<file path="config.mk">
export PLATFORM = sky130hd
export DESIGN_NAME = color_uart_reporter_flat
export DESIGN_NICKNAME = d
export VERILOG_FILES = /design/src/rtl/color_uart_reporter_if.sv /design/src/rtl/color_uart_reporter.sv /design/src/flat_wrapper.sv
export SDC_FILE = /design/constraint.sdc
export NUM_CORES = 1
export LEC_CHECK = 0
export BUFFER_PORTS_ARGS = -buffer_cell sky130_fd_sc_hd__buf_4
export CELL_PAD_IN_SITES_DETAIL_PLACEMENT = 1
export CELL_PAD_IN_SITES_GLOBAL_PLACEMENT = 2
export CORE_ASPECT_RATIO = 1.75
export CORE_MARGIN = 2
export CORE_UTILIZATION = 41
export DETAILED_ROUTE_END_ITERATION = 10
export MAX_ROUTING_LAYER = met4
export PLACE_DENSITY = 0.84
export SYNTH_ARGS = -nofsm -noshare
export SYNTH_HDL_FRONTEND = slang
export SYNTH_SLANG_ARGS = --single-unit
</file>
<file path="constraint.sdc">
create_clock -name clk_1MHz -period 5.3 [get_ports clk_1MHz]
set_input_delay 0 -clock clk_1MHz [delete_from_list [all_inputs] [get_ports clk_1MHz]]
set_output_delay 0 -clock clk_1MHz [all_outputs]
set_load 0.01 [all_outputs]
</file>
<file path="src/rtl/color_uart_reporter_if.sv">
// Signal bundle between the colour-detection side and the UART reporter.
// The master drives the colour code; the slave (the reporter) drives everything else.
interface color_uart_reporter_if;
  logic [1:0] color;
  logic       tx;
  logic       busy;
  logic [1:0] stable_color;
  logic [2:0] fifo_count;
  logic       overflow;
  logic [1:0] dbg_state;

  // No valid/ready pair here: color is sampled every clock. Events pass through an
  // internal FIFO that accepts a push when not full or when a pop happens in the same
  // cycle. An event is popped only while the TX FSM is in IDLE and the count is non-zero.
  modport master (output color,
                  input  tx, busy, stable_color, fifo_count, overflow, dbg_state);
  modport slave  (input  color,
                  output tx, busy, stable_color, fifo_count, overflow, dbg_state);
endinterface

</file>
<file path="src/rtl/color_uart_reporter.sv">
// Debounces a 2-bit colour code, queues each newly stable colour as an event, and
// reports every event over UART 8N1 as an ASCII letter followed by LF.
module color_uart_reporter #(
  parameter int STABLE_CYCLES = 1000,
  parameter int CLKS_PER_BIT  = 104,
  parameter int FIFO_DEPTH    = 4
) (
  input  logic clk_1MHz,
  input  logic reset,
  color_uart_reporter_if.slave bus
);
  localparam int CW = $clog2(STABLE_CYCLES + 1);
  localparam int BW = $clog2(CLKS_PER_BIT);
  localparam int PW = (FIFO_DEPTH > 1) ? $clog2(FIFO_DEPTH) : 1;
  localparam logic [CW-1:0] CNT_MAX  = CW'(STABLE_CYCLES);
  localparam logic [BW-1:0] BAUD_MAX = BW'(CLKS_PER_BIT - 1);
  localparam logic [2:0]    FULL     = 3'(FIFO_DEPTH);

  typedef enum logic [1:0] {IDLE, START, DATA, STOP} tx_state_e;

  function automatic logic [7:0] letter(input logic [1:0] c);
    case (c)
      2'd1:    letter = 8'h52;
      2'd2:    letter = 8'h47;
      2'd3:    letter = 8'h42;
      default: letter = 8'h00;
    endcase
  endfunction

  logic [1:0]    cand_q, cand_d;
  logic [CW-1:0] cnt_q, cnt_d;
  logic [1:0]    stable_q, stable_d;
  logic [1:0]    mem_q [FIFO_DEPTH];
  logic [1:0]    mem_d [FIFO_DEPTH];
  logic [PW-1:0] wr_ptr_q, wr_ptr_d, rd_ptr_q, rd_ptr_d;
  logic [2:0]    count_q, count_d;
  logic          ovf_q, ovf_d;
  tx_state_e     state_q, state_d;
  logic [BW-1:0] baud_q, baud_d;
  logic [2:0]    bit_idx_q, bit_idx_d;
  logic          byte_idx_q, byte_idx_d;
  logic [7:0]    shreg_q, shreg_d;
  logic          tx_q, tx_d;
  logic          busy_q, busy_d;
  logic          push, push_ok, pop;

  always_comb begin
    cand_d     = cand_q;
    cnt_d      = cnt_q;
    stable_d   = stable_q;
    mem_d      = mem_q;
    wr_ptr_d   = wr_ptr_q;
    rd_ptr_d   = rd_ptr_q;
    count_d    = count_q;
    ovf_d      = ovf_q;
    state_d    = state_q;
    baud_d     = baud_q;
    bit_idx_d  = bit_idx_q;
    byte_idx_d = byte_idx_q;
    shreg_d    = shreg_q;
    push       = 1'b0;

    if (bus.color != cand_q) begin
      cand_d = bus.color;
      cnt_d  = CW'(1);
    end else if (cnt_q != CNT_MAX) begin
      cnt_d = cnt_q + 1'b1;
      // Only the edge that reaches the threshold can change stable_color.
      if (cnt_q == CNT_MAX - CW'(1) && cand_q != stable_q) begin
        stable_d = cand_q;
        push     = (cand_q != 2'd0);
      end
    end

    pop     = (state_q == IDLE) && (count_q != 3'd0);
    push_ok = push && ((count_q != FULL) || pop);
    if (push && !push_ok) ovf_d = 1'b1;
    if (push_ok) begin
      mem_d[wr_ptr_q] = cand_q;
      wr_ptr_d        = wr_ptr_q + 1'b1;
    end
    if (pop) rd_ptr_d = rd_ptr_q + 1'b1;
    case ({push_ok, pop})
      2'b10:   count_d = count_q + 3'd1;
      2'b01:   count_d = count_q - 3'd1;
      default: count_d = count_q;
    endcase

    case (state_q)
      IDLE: begin
        if (pop) begin
          shreg_d    = letter(mem_q[rd_ptr_q]);
          byte_idx_d = 1'b0;
          baud_d     = '0;
          state_d    = START;
        end
      end
      START: begin
        if (baud_q == BAUD_MAX) begin
          baud_d    = '0;
          bit_idx_d = 3'd0;
          state_d   = DATA;
        end else baud_d = baud_q + 1'b1;
      end
      DATA: begin
        if (baud_q == BAUD_MAX) begin
          baud_d = '0;
          if (bit_idx_q == 3'd7) state_d = STOP;
          else bit_idx_d = bit_idx_q + 3'd1;
        end else baud_d = baud_q + 1'b1;
      end
      default: begin
        if (baud_q == BAUD_MAX) begin
          baud_d = '0;
          if (!byte_idx_q) begin
            shreg_d    = 8'h0A;
            byte_idx_d = 1'b1;
            state_d    = START;
          end else state_d = IDLE;
        end else baud_d = baud_q + 1'b1;
      end
    endcase

    // tx and busy follow the current state one clock later, so both start together.
    case (state_q)
      START:   tx_d = 1'b0;
      DATA:    tx_d = shreg_q[bit_idx_q];
      default: tx_d = 1'b1;
    endcase
    busy_d = (state_q != IDLE);
  end

  always_ff @(posedge clk_1MHz) begin
    if (reset) begin
      cand_q     <= 2'd0;
      cnt_q      <= '0;
      stable_q   <= 2'd0;
      for (int i = 0; i < FIFO_DEPTH; i++) mem_q[i] <= 2'd0;
      wr_ptr_q   <= '0;
      rd_ptr_q   <= '0;
      count_q    <= 3'd0;
      ovf_q      <= 1'b0;
      state_q    <= IDLE;
      baud_q     <= '0;
      bit_idx_q  <= 3'd0;
      byte_idx_q <= 1'b0;
      shreg_q    <= 8'h00;
      tx_q       <= 1'b1;
      busy_q     <= 1'b0;
    end else begin
      cand_q     <= cand_d;
      cnt_q      <= cnt_d;
      stable_q   <= stable_d;
      mem_q      <= mem_d;
      wr_ptr_q   <= wr_ptr_d;
      rd_ptr_q   <= rd_ptr_d;
      count_q    <= count_d;
      ovf_q      <= ovf_d;
      state_q    <= state_d;
      baud_q     <= baud_d;
      bit_idx_q  <= bit_idx_d;
      byte_idx_q <= byte_idx_d;
      shreg_q    <= shreg_d;
      tx_q       <= tx_d;
      busy_q     <= busy_d;
    end
  end

  assign bus.tx           = tx_q;
  assign bus.busy         = busy_q;
  assign bus.stable_color = stable_q;
  assign bus.fifo_count   = count_q;
  assign bus.overflow     = ovf_q;
  assign bus.dbg_state    = state_q;
endmodule
</file>
<file path="src/flat_wrapper.sv">
// flat-port wrapper written by rule: the top's interface ports become plain ports
module color_uart_reporter_flat 
#(
  parameter int STABLE_CYCLES = 1000,
  parameter int CLKS_PER_BIT  = 104,
  parameter int FIFO_DEPTH    = 4
)
  (clk_1MHz, reset, bus_color, bus_tx, bus_busy, bus_stable_color, bus_fifo_count, bus_overflow, bus_dbg_state);
  color_uart_reporter_if bus_i ();
  input  logic clk_1MHz;
  input  logic reset;
  input wire logic [$bits(bus_i.color)-1:0] bus_color;
  output wire logic [$bits(bus_i.tx)-1:0] bus_tx;
  output wire logic [$bits(bus_i.busy)-1:0] bus_busy;
  output wire logic [$bits(bus_i.stable_color)-1:0] bus_stable_color;
  output wire logic [$bits(bus_i.fifo_count)-1:0] bus_fifo_count;
  output wire logic [$bits(bus_i.overflow)-1:0] bus_overflow;
  output wire logic [$bits(bus_i.dbg_state)-1:0] bus_dbg_state;
  assign bus_i.color = bus_color;
  assign bus_tx = bus_i.tx;
  assign bus_busy = bus_i.busy;
  assign bus_stable_color = bus_i.stable_color;
  assign bus_fifo_count = bus_i.fifo_count;
  assign bus_overflow = bus_i.overflow;
  assign bus_dbg_state = bus_i.dbg_state;
  color_uart_reporter #(.STABLE_CYCLES(STABLE_CYCLES), .CLKS_PER_BIT(CLKS_PER_BIT), .FIFO_DEPTH(FIFO_DEPTH)) u_core (.clk_1MHz(clk_1MHz), .reset(reset), .bus(bus_i));
endmodule
</file>
---- Word level (Yosys, flattened, before mapping) ----
Index checks and enable logic that the tools add are counted.
word-level totals
  input port bits ......................... 4
  register bits ........................... 53
  word-level logic and storage cells ...... 113
  output and inout bits ................... 10
operators by class
  add/subtract/negate cells ............... 7
  reductions and logical operators ........ 22
  equality and inequality tests ........... 20
  bitwise gates (word level) .............. 4
  $lt $le $gt $ge ......................... 4
  muxes and demuxes ....................... 37
operators by type and width
  kind                                            number
  two-way mux 8 bit                               3
  two-way mux 7 bit                               3
  one-hot mux 7 bit (3 select lines)              1
  two-way mux 2 bit                               8
  one-hot mux 8 bit (2 select lines)              1
  one-hot mux 3 bit (2 select lines)              2
  nonzero test 2 bit                              6
  adder 10 x 1 -> 10 bit (second input constant)  1
  == test 10 bit (second input constant)          1
  != test 10 bit (second input constant)          1
  two-way mux 1 bit                               9
  two-way mux 3 bit                               3
  bitwise mux 8 bit                               1
  == test 2 bit (second input constant)           4
  != test 2 x 1 -> 1 bit (second input constant)  4
  AND reduction 4 bit                             2
  adder 7 x 1 -> 7 bit (second input constant)    1
  == test 7 bit (second input constant)           1
  adder 3 x 1 -> 3 bit (second input constant)    2
  == test 2 x 1 -> 1 bit (second input constant)  3
  >= comparator 3 bit (second input constant)     2
  inverter 2 -> 3 bit                             2
  one-hot mux 2 bit (3 select lines)              1
  AND reduction 3 bit                             2
  other kinds (20)                                30

---- Longest topological paths before layout ----
  depth in word-level cells ............... 8
  gate-level depth with buffers ........... 10
  mapped depth without buffers ............ 10

---- Worst setup path after synthesis ----
No wires, ideal clock.
  kind .................................... reg-to-reg
  from .................................... reg u_core.state_q[0] (netlist: u_core.bus.dbg_state[0])
  to ...................................... reg u_core.count_q[2] (netlist: u_core.bus.fifo_count[2])
  setup time .............................. 70 ps
  setup slack ............................. 2501 ps
  clock period less this slack ............ 2799 ps
  cell stages (with the launch flop) ...... 11
  data arrival time ....................... 2729 ps
  required time ........................... 5230 ps
  buffers on the path ..................... 0
  path through ............................ dfxtp_1 inv_1 ha_1 nor4b_1 or4_1 or3_1 ha_1 fa_1 xnor2_1 or3_1 a21oi_1
between the ends
  cells in the longest elaborated chain, start to end .. 6
  elaborated cells on any way between the ends .. 8
  those cells by class .................... 2 x eq/ne; 1 x mux; 5 x reduce/logical
RTL lines
  element                                                                   line                        text
  start: declaration                                                        color_uart_reporter.sv:38   tx_state_e state_q, state_d;
  start signal: assignment                                                  color_uart_reporter.sv:159  state_q <= state_d;
  logical NOT 2 bit (*)                                                     color_uart_reporter.sv:75   pop = (state_q == IDLE) && (count_q != 3'd0);
  logical AND 1 bit (*)                                                     color_uart_reporter.sv:75
  logical OR 1 bit                                                          color_uart_reporter.sv:76   push_ok = push && ((count_q != FULL) || pop);
  logical AND 1 bit                                                         color_uart_reporter.sv:76
  == test 2 x 1 -> 1 bit or == test 2 bit (tied branches)                   color_uart_reporter.sv:83   case ({push_ok, pop})
  one-hot mux 3 bit (2 select lines) or nonzero test 2 bit (tied branches)  n/a
  end signal: assignment                                                    color_uart_reporter.sv:157  count_q <= count_d;
  end: declaration                                                          color_uart_reporter.sv:36   logic [2:0] count_q, count_d;
Mark *: on every way between the ends. The rest lies on a longest branch, timed or not.
A chain may end at the register's enable or synchronous reset.

---- Worst setup path in the final report ----
Same ends and word-level chain as after synthesis.

==> report_table.html <==
<table>
<tr><th>Metric</th><th>Value</th></tr>
<tr><th colspan="2">Outcome</th></tr>
<tr><td>Result of the run</td><td>complete, no violations</td></tr>
<tr><th colspan="2">Power and ir drop</th></tr>
<tr><td>Part of the power in combinational logic</td><td>3.7%</td></tr>
<tr><td>Relative contribution of sequential cells to total power</td><td>59.6%</td></tr>
<tr><td>Maximum VDD drop</td><td>0.0002230 V</td></tr>
<tr><td>Leakage Power</td><td>0.001050 µW</td></tr>
<tr><td>Fraction of power spent switching nets</td><td>22.78%</td></tr>
<tr><td>Cell-internal power</td><td>491.7 µW</td></tr>
<tr><td>Sw Pwr</td><td>145.0 µW</td></tr>
<tr><td>Clock share of power</td><td>36.7%</td></tr>
<tr><td>Ratio of total power to cell area</td><td>225.8 nW/µm²</td></tr>
<tr><td>Post-route total power</td><td>636.7 µW</td></tr>
<tr><th colspan="2">Timing</th></tr>
<tr><td>RSZ-0062 raised after global routing</td><td>false</td></tr>
<tr><td>Final Skew</td><td>0.009159 ns</td></tr>
<tr><td>Final Cycle Share</td><td>61.26%</td></tr>
<tr><td>Achievable frequency</td><td>0.3080 GHz</td></tr>
<tr><td>Max transition margin</td><td>55.25%</td></tr>
<tr><td>Transition time at the pin with the least slew margin</td><td>0.6662 ns</td></tr>
<tr><td>Endpoints failing hold</td><td>0</td></tr>
<tr><td>Max-slew violation count</td><td>0</td></tr>
<tr><td>Final-layout setup total negative slack</td><td>0 ns</td></tr>
<tr><td>Number of setup violations in the final report</td><td>0</td></tr>
<tr><td>Minimum period implied by the final worst setup slack</td><td>3.247 ns</td></tr>
<tr><th colspan="2">CTS</th></tr>
<tr><td>Clock tree root driver cell</td><td>sky130_fd_sc_hd__clkbuf_8</td></tr>
<tr><td>Clock buffer depth</td><td>2</td></tr>
<tr><td>Skew-Pair Late Insertion Delay</td><td>0.32 ns</td></tr>
<tr><td>Post-CTS clock slew at the launch and capture registers of the worst setup and hold paths</td><td>0.09 ns</td></tr>
<tr><td>CTS tree</td><td>yes</td></tr>
<tr><td>Total number of clock tree sinks</td><td>50</td></tr>
<tr><td>Maximum level of the CTS H-tree</td><td>2</td></tr>
<tr><td>Number of buffers created by CTS</td><td>5</td></tr>
<tr><th colspan="2">Yosys</th></tr>
<tr><td>Number of distinct standard cells referenced by the synthesized netlist</td><td>48</td></tr>
<tr><td>Synthesized net count</td><td>294</td></tr>
<tr><td>Area of the mapped netlist</td><td>2542 µm²</td></tr>
<tr><td>Leading area contributor after synthesis</td><td>sky130_fd_sc_hd__dfxtp_1</td></tr>
<tr><td>Flop and latch count out of synthesis</td><td>50</td></tr>
<tr><td>Top_reg_cell synth</td><td>sky130_fd_sc_hd__dfxtp_1</td></tr>
<tr><td>Instance count of the mapped netlist</td><td>275</td></tr>
<tr><td>Mean area per synthesized cell</td><td>9.245 µm²</td></tr>
<tr><td>Ranking of synthesized cells by area</td><td>sky130_fd_sc_hd__dfxtp_1 39%, sky130_fd_sc_hd__ha_1 6.9%, sky130_fd_sc_hd__mux2i_1 5.9%</td></tr>
<tr><td>Number of enable-type register cells in the synthesized netlist</td><td>0</td></tr>
<tr><td>Leading post-synthesis cells by instance count</td><td>50 x sky130_fd_sc_hd__dfxtp_1, 30 x sky130_fd_sc_hd__nor2_1, 15 x sky130_fd_sc_hd__mux2i_1, 15 x sky130_fd_sc_hd__nand2b_1</td></tr>
<tr><td>Sequential cell area fraction in the yosys report</td><td>39.37%</td></tr>
<tr><td>Yosys warning total</td><td>0</td></tr>
<tr><td>Most instantiated library cell after synthesis</td><td>sky130_fd_sc_hd__dfxtp_1</td></tr>
<tr><td>Share of flip-flops with an asynchronous set or reset</td><td>0%</td></tr>
<tr><td>Fraction of post-synthesis cell area in the top cell type by area</td><td>39.37%</td></tr>
<tr><th colspan="2">Finish</th></tr>
<tr><td>Antenna cells</td><td>0</td></tr>
<tr><td>Nets</td><td>308</td></tr>
<tr><td>Number of fill cells in the layout</td><td>752</td></tr>
<tr><td>Share of cells above drive strength 1</td><td>9.655%</td></tr>
<tr><td>Layout-stage area growth over the synthesis result</td><td>10.93%</td></tr>
<tr><th colspan="2">Critical path</th></tr>
<tr><td>Crit path buffers/inverters</td><td>1</td></tr>
<tr><td>Crit path max-delay cell type</td><td>sky130_fd_sc_hd__or4_1</td></tr>
<tr><td>Critical path endpoint category</td><td>register</td></tr>
<tr><td>Largest incremental delay on the critical path</td><td>0.56 ns</td></tr>
<tr><td>Cells along the critical path</td><td>inv_1, ha_1, nor4b_1, or4_1, or3_1, ha_1, fa_1, xnor2_1, or3_1, a21oi_1</td></tr>
<tr><td>Data required, critical path</td><td>5.55 ns</td></tr>
<tr><td>Cell family contributing the most delay on the critical path</td><td>simple AND/OR/NAND/NOR gates</td></tr>
<tr><td>Worst setup path category</td><td>register to register</td></tr>
<tr><td>Arr. time, crit path</td><td>3.50 ns</td></tr>
<tr><td>Critical path fanouts, max</td><td>15</td></tr>
<tr><td>Critical Path Start Type</td><td>register</td></tr>
<tr><th colspan="2">Routing</th></tr>
<tr><td>Metal-1 WL</td><td>2.133 mm</td></tr>
<tr><td>Routed via count divided by cell count</td><td>5.562</td></tr>
<tr><td>Met3 WL</td><td>129 µm</td></tr>
<tr><td>DRC violations left</td><td>0</td></tr>
<tr><td>Average wire per cell in the routed design</td><td>15.35 µm</td></tr>
<tr><td>Number of vias after detailed routing</td><td>2058</td></tr>
<tr><td>DRC marker count from the first detailed-route iteration</td><td>56</td></tr>
<tr><td>Post-DRT Antenna Nets</td><td>0</td></tr>
<tr><td>Uppermost routed layer</td><td>met4</td></tr>
<tr><td>Number of iterations in the first detailed-routing pass</td><td>4</td></tr>
<tr><td>Amount of wire on met2 after detailed routing</td><td>3.311 mm</td></tr>
<tr><td>Sum of routed wire length over all layers</td><td>5.679 mm</td></tr>
<tr><th colspan="2">Floorplan</th></tr>
<tr><td>Horizontal extent of the die</td><td>63.53 µm</td></tr>
<tr><td>Initial Utilization</td><td>41.78%</td></tr>
<tr><td>Die outline area</td><td>6872 µm²</td></tr>
<tr><td>Core Region</td><td>6086 µm²</td></tr>
<tr><td>Io pins</td><td>14</td></tr>
<tr><td>Die outline height</td><td>108.2 µm</td></tr>
<tr><td>Core Rows</td><td>38</td></tr>
<tr><th colspan="2">Global route</th></tr>
<tr><td>GRT Overall Usage</td><td>18.80%</td></tr>
<tr><td>Largest net degree at the start of global routing</td><td>45</td></tr>
<tr><td>Number of global-route vias before repair</td><td>2124</td></tr>
<tr><td>Wire length of the first global-routing pass</td><td>9.894 mm</td></tr>
<tr><td>Antenna violations before repair</td><td>0</td></tr>
<tr><td>GRT Residual Overflow</td><td>0</td></tr>
<tr><th colspan="2">Job</th></tr>
<tr><td>Number of violations of the max-capacitance limit</td><td>0</td></tr>
<tr><th colspan="2">Placement</th></tr>
<tr><td>Placed wire-length estimate after detailed placement</td><td>4.256 mm</td></tr>
<tr><td>Port Buffer Count</td><td>13</td></tr>
<tr><td>Weighted congestion reported at the end of routability-driven placement</td><td>0.7479</td></tr>
<tr><th colspan="2">Min path</th></tr>
<tr><td>Type of the worst min-delay path</td><td>input pin to register</td></tr>
</table>
[worst paths after layout]
| kind | from | slack (ns) | endpoint | cells past startpoint |
|---|---|---|---|---|
| max | u_core.bus.dbg_state[0] | 2.05 | u_core.bus.fifo_count[2] | 10 |
| min | reset | 0.11 | u_core.baud_q[0] | 2 |
| max reg2reg | u_core.bus.dbg_state[0] | 2.05 | u_core.bus.fifo_count[2] | 10 |
| min reg2reg | u_core.shreg_q[1] | 0.48 | u_core.shreg_q[1] | 1 |
[registers in the layout, indices dropped and copies added, names as in the netlist]
register	count
u_core.cand_q	2
u_core.bus.busy	1
u_core.bus.stable_color	2
u_core.wr_ptr_q	2
u_core.cnt_q	10
u_core.bit_idx_q	3
u_core.rd_ptr_q	2
u_core.shreg_q	5
u_core.byte_idx_q	1
u_core.baud_q	7
u_core.bus.overflow	1
u_core.bus.dbg_state	2
u_core.bus.tx	1
u_core.mem_q	8
u_core.bus.fifo_count	3
[repair_timing]
item	4_1_cts	5_1_grt
gates resized for setup	0	0
hold buffers	2	0
setup buffers	0	0
endpoints found under the hold margin	2	0
[kinds of logic (layout without fill, tap and decap cells)]
kind of cell	count (synthesis)	count (layout)	share of synthesized area, %
compound gates	52	52	12.94
xor+xnor	16	16	5.512
fa+ha+maj	15	15	7.677
buf+inv	18	33	2.707
flops	50	50	39.37
mux	17	17	7.677
simple gates	107	107	24.11
[layout make-up]
type,instances,area (µm²),area share [%]
Clock buffer,7,86.33,3.061
Multi-Input combinational cell,207,1473,52.22
Inverter,10,37.54,1.331
Sequential cell,50,1001,35.49
Timing Repair Buffer,15,117.6,4.170
Tap cell,80,100.1,3.549
Clock inverter,1,5.005,0.1775
[power by group through the flow]
stage | clock, µW | combinational, µW | sequential, µW
finish | 234 | 23.7 | 379
global route | 256 | 26.6 | 380
CTS | 242 | 24.3 | 379
detailed placement | 0 | 23.0 | 388
global placement | 0 | 22.9 | 388
floorplan | 0 | 16.6 | 388
[through the flow]
step	std cells	instance area [µm²]	util (%)	setup slack, ns	hold slack (ns)
6_report	370	2820	46.34	2.053	0.1073
5_1_grt	370	2820	46.34	1.817	0.1207
3_3_place_gp	360	2709	44.51	2.173	0.2304
4_1_cts	370	2820	46.34	2.022	0.1069
3_5_place_dp	360	2709	44.51	2.061	0.2374
2_1_floorplan	275	2542	-	2.501	0.1282
[per-layer routing]
layer / vias up / GRT usage [%]
met5: - / -
met4: 0 / 9.006
met3: 5 / 3.538
met2: 18 / 35.94
met1: 1016 / 17.60
li1: 1019 / -
[layout by cell type, fill, tap and decap left out, types with 4 or more instances in the layout]
master and instances:
sky130_fd_sc_hd__nand4_1 10, sky130_fd_sc_hd__inv_1 10, sky130_fd_sc_hd__xnor2_1 10, sky130_fd_sc_hd__nand3_1 5, sky130_fd_sc_hd__a21oi_1 14, sky130_fd_sc_hd__mux2i_1 15
sky130_fd_sc_hd__ha_1 14, sky130_fd_sc_hd__dfxtp_1 50, sky130_fd_sc_hd__nand2_1 9, sky130_fd_sc_hd__xor2_1 6, sky130_fd_sc_hd__nor3_1 10, sky130_fd_sc_hd__clkbuf_8 6
sky130_fd_sc_hd__o21ai_0 14, sky130_fd_sc_hd__nand2b_1 15, sky130_fd_sc_hd__buf_4 13, sky130_fd_sc_hd__nor2_1 30, sky130_fd_sc_hd__nor2b_1 4
Note: power is estimated with default switching activity, not from simulation.
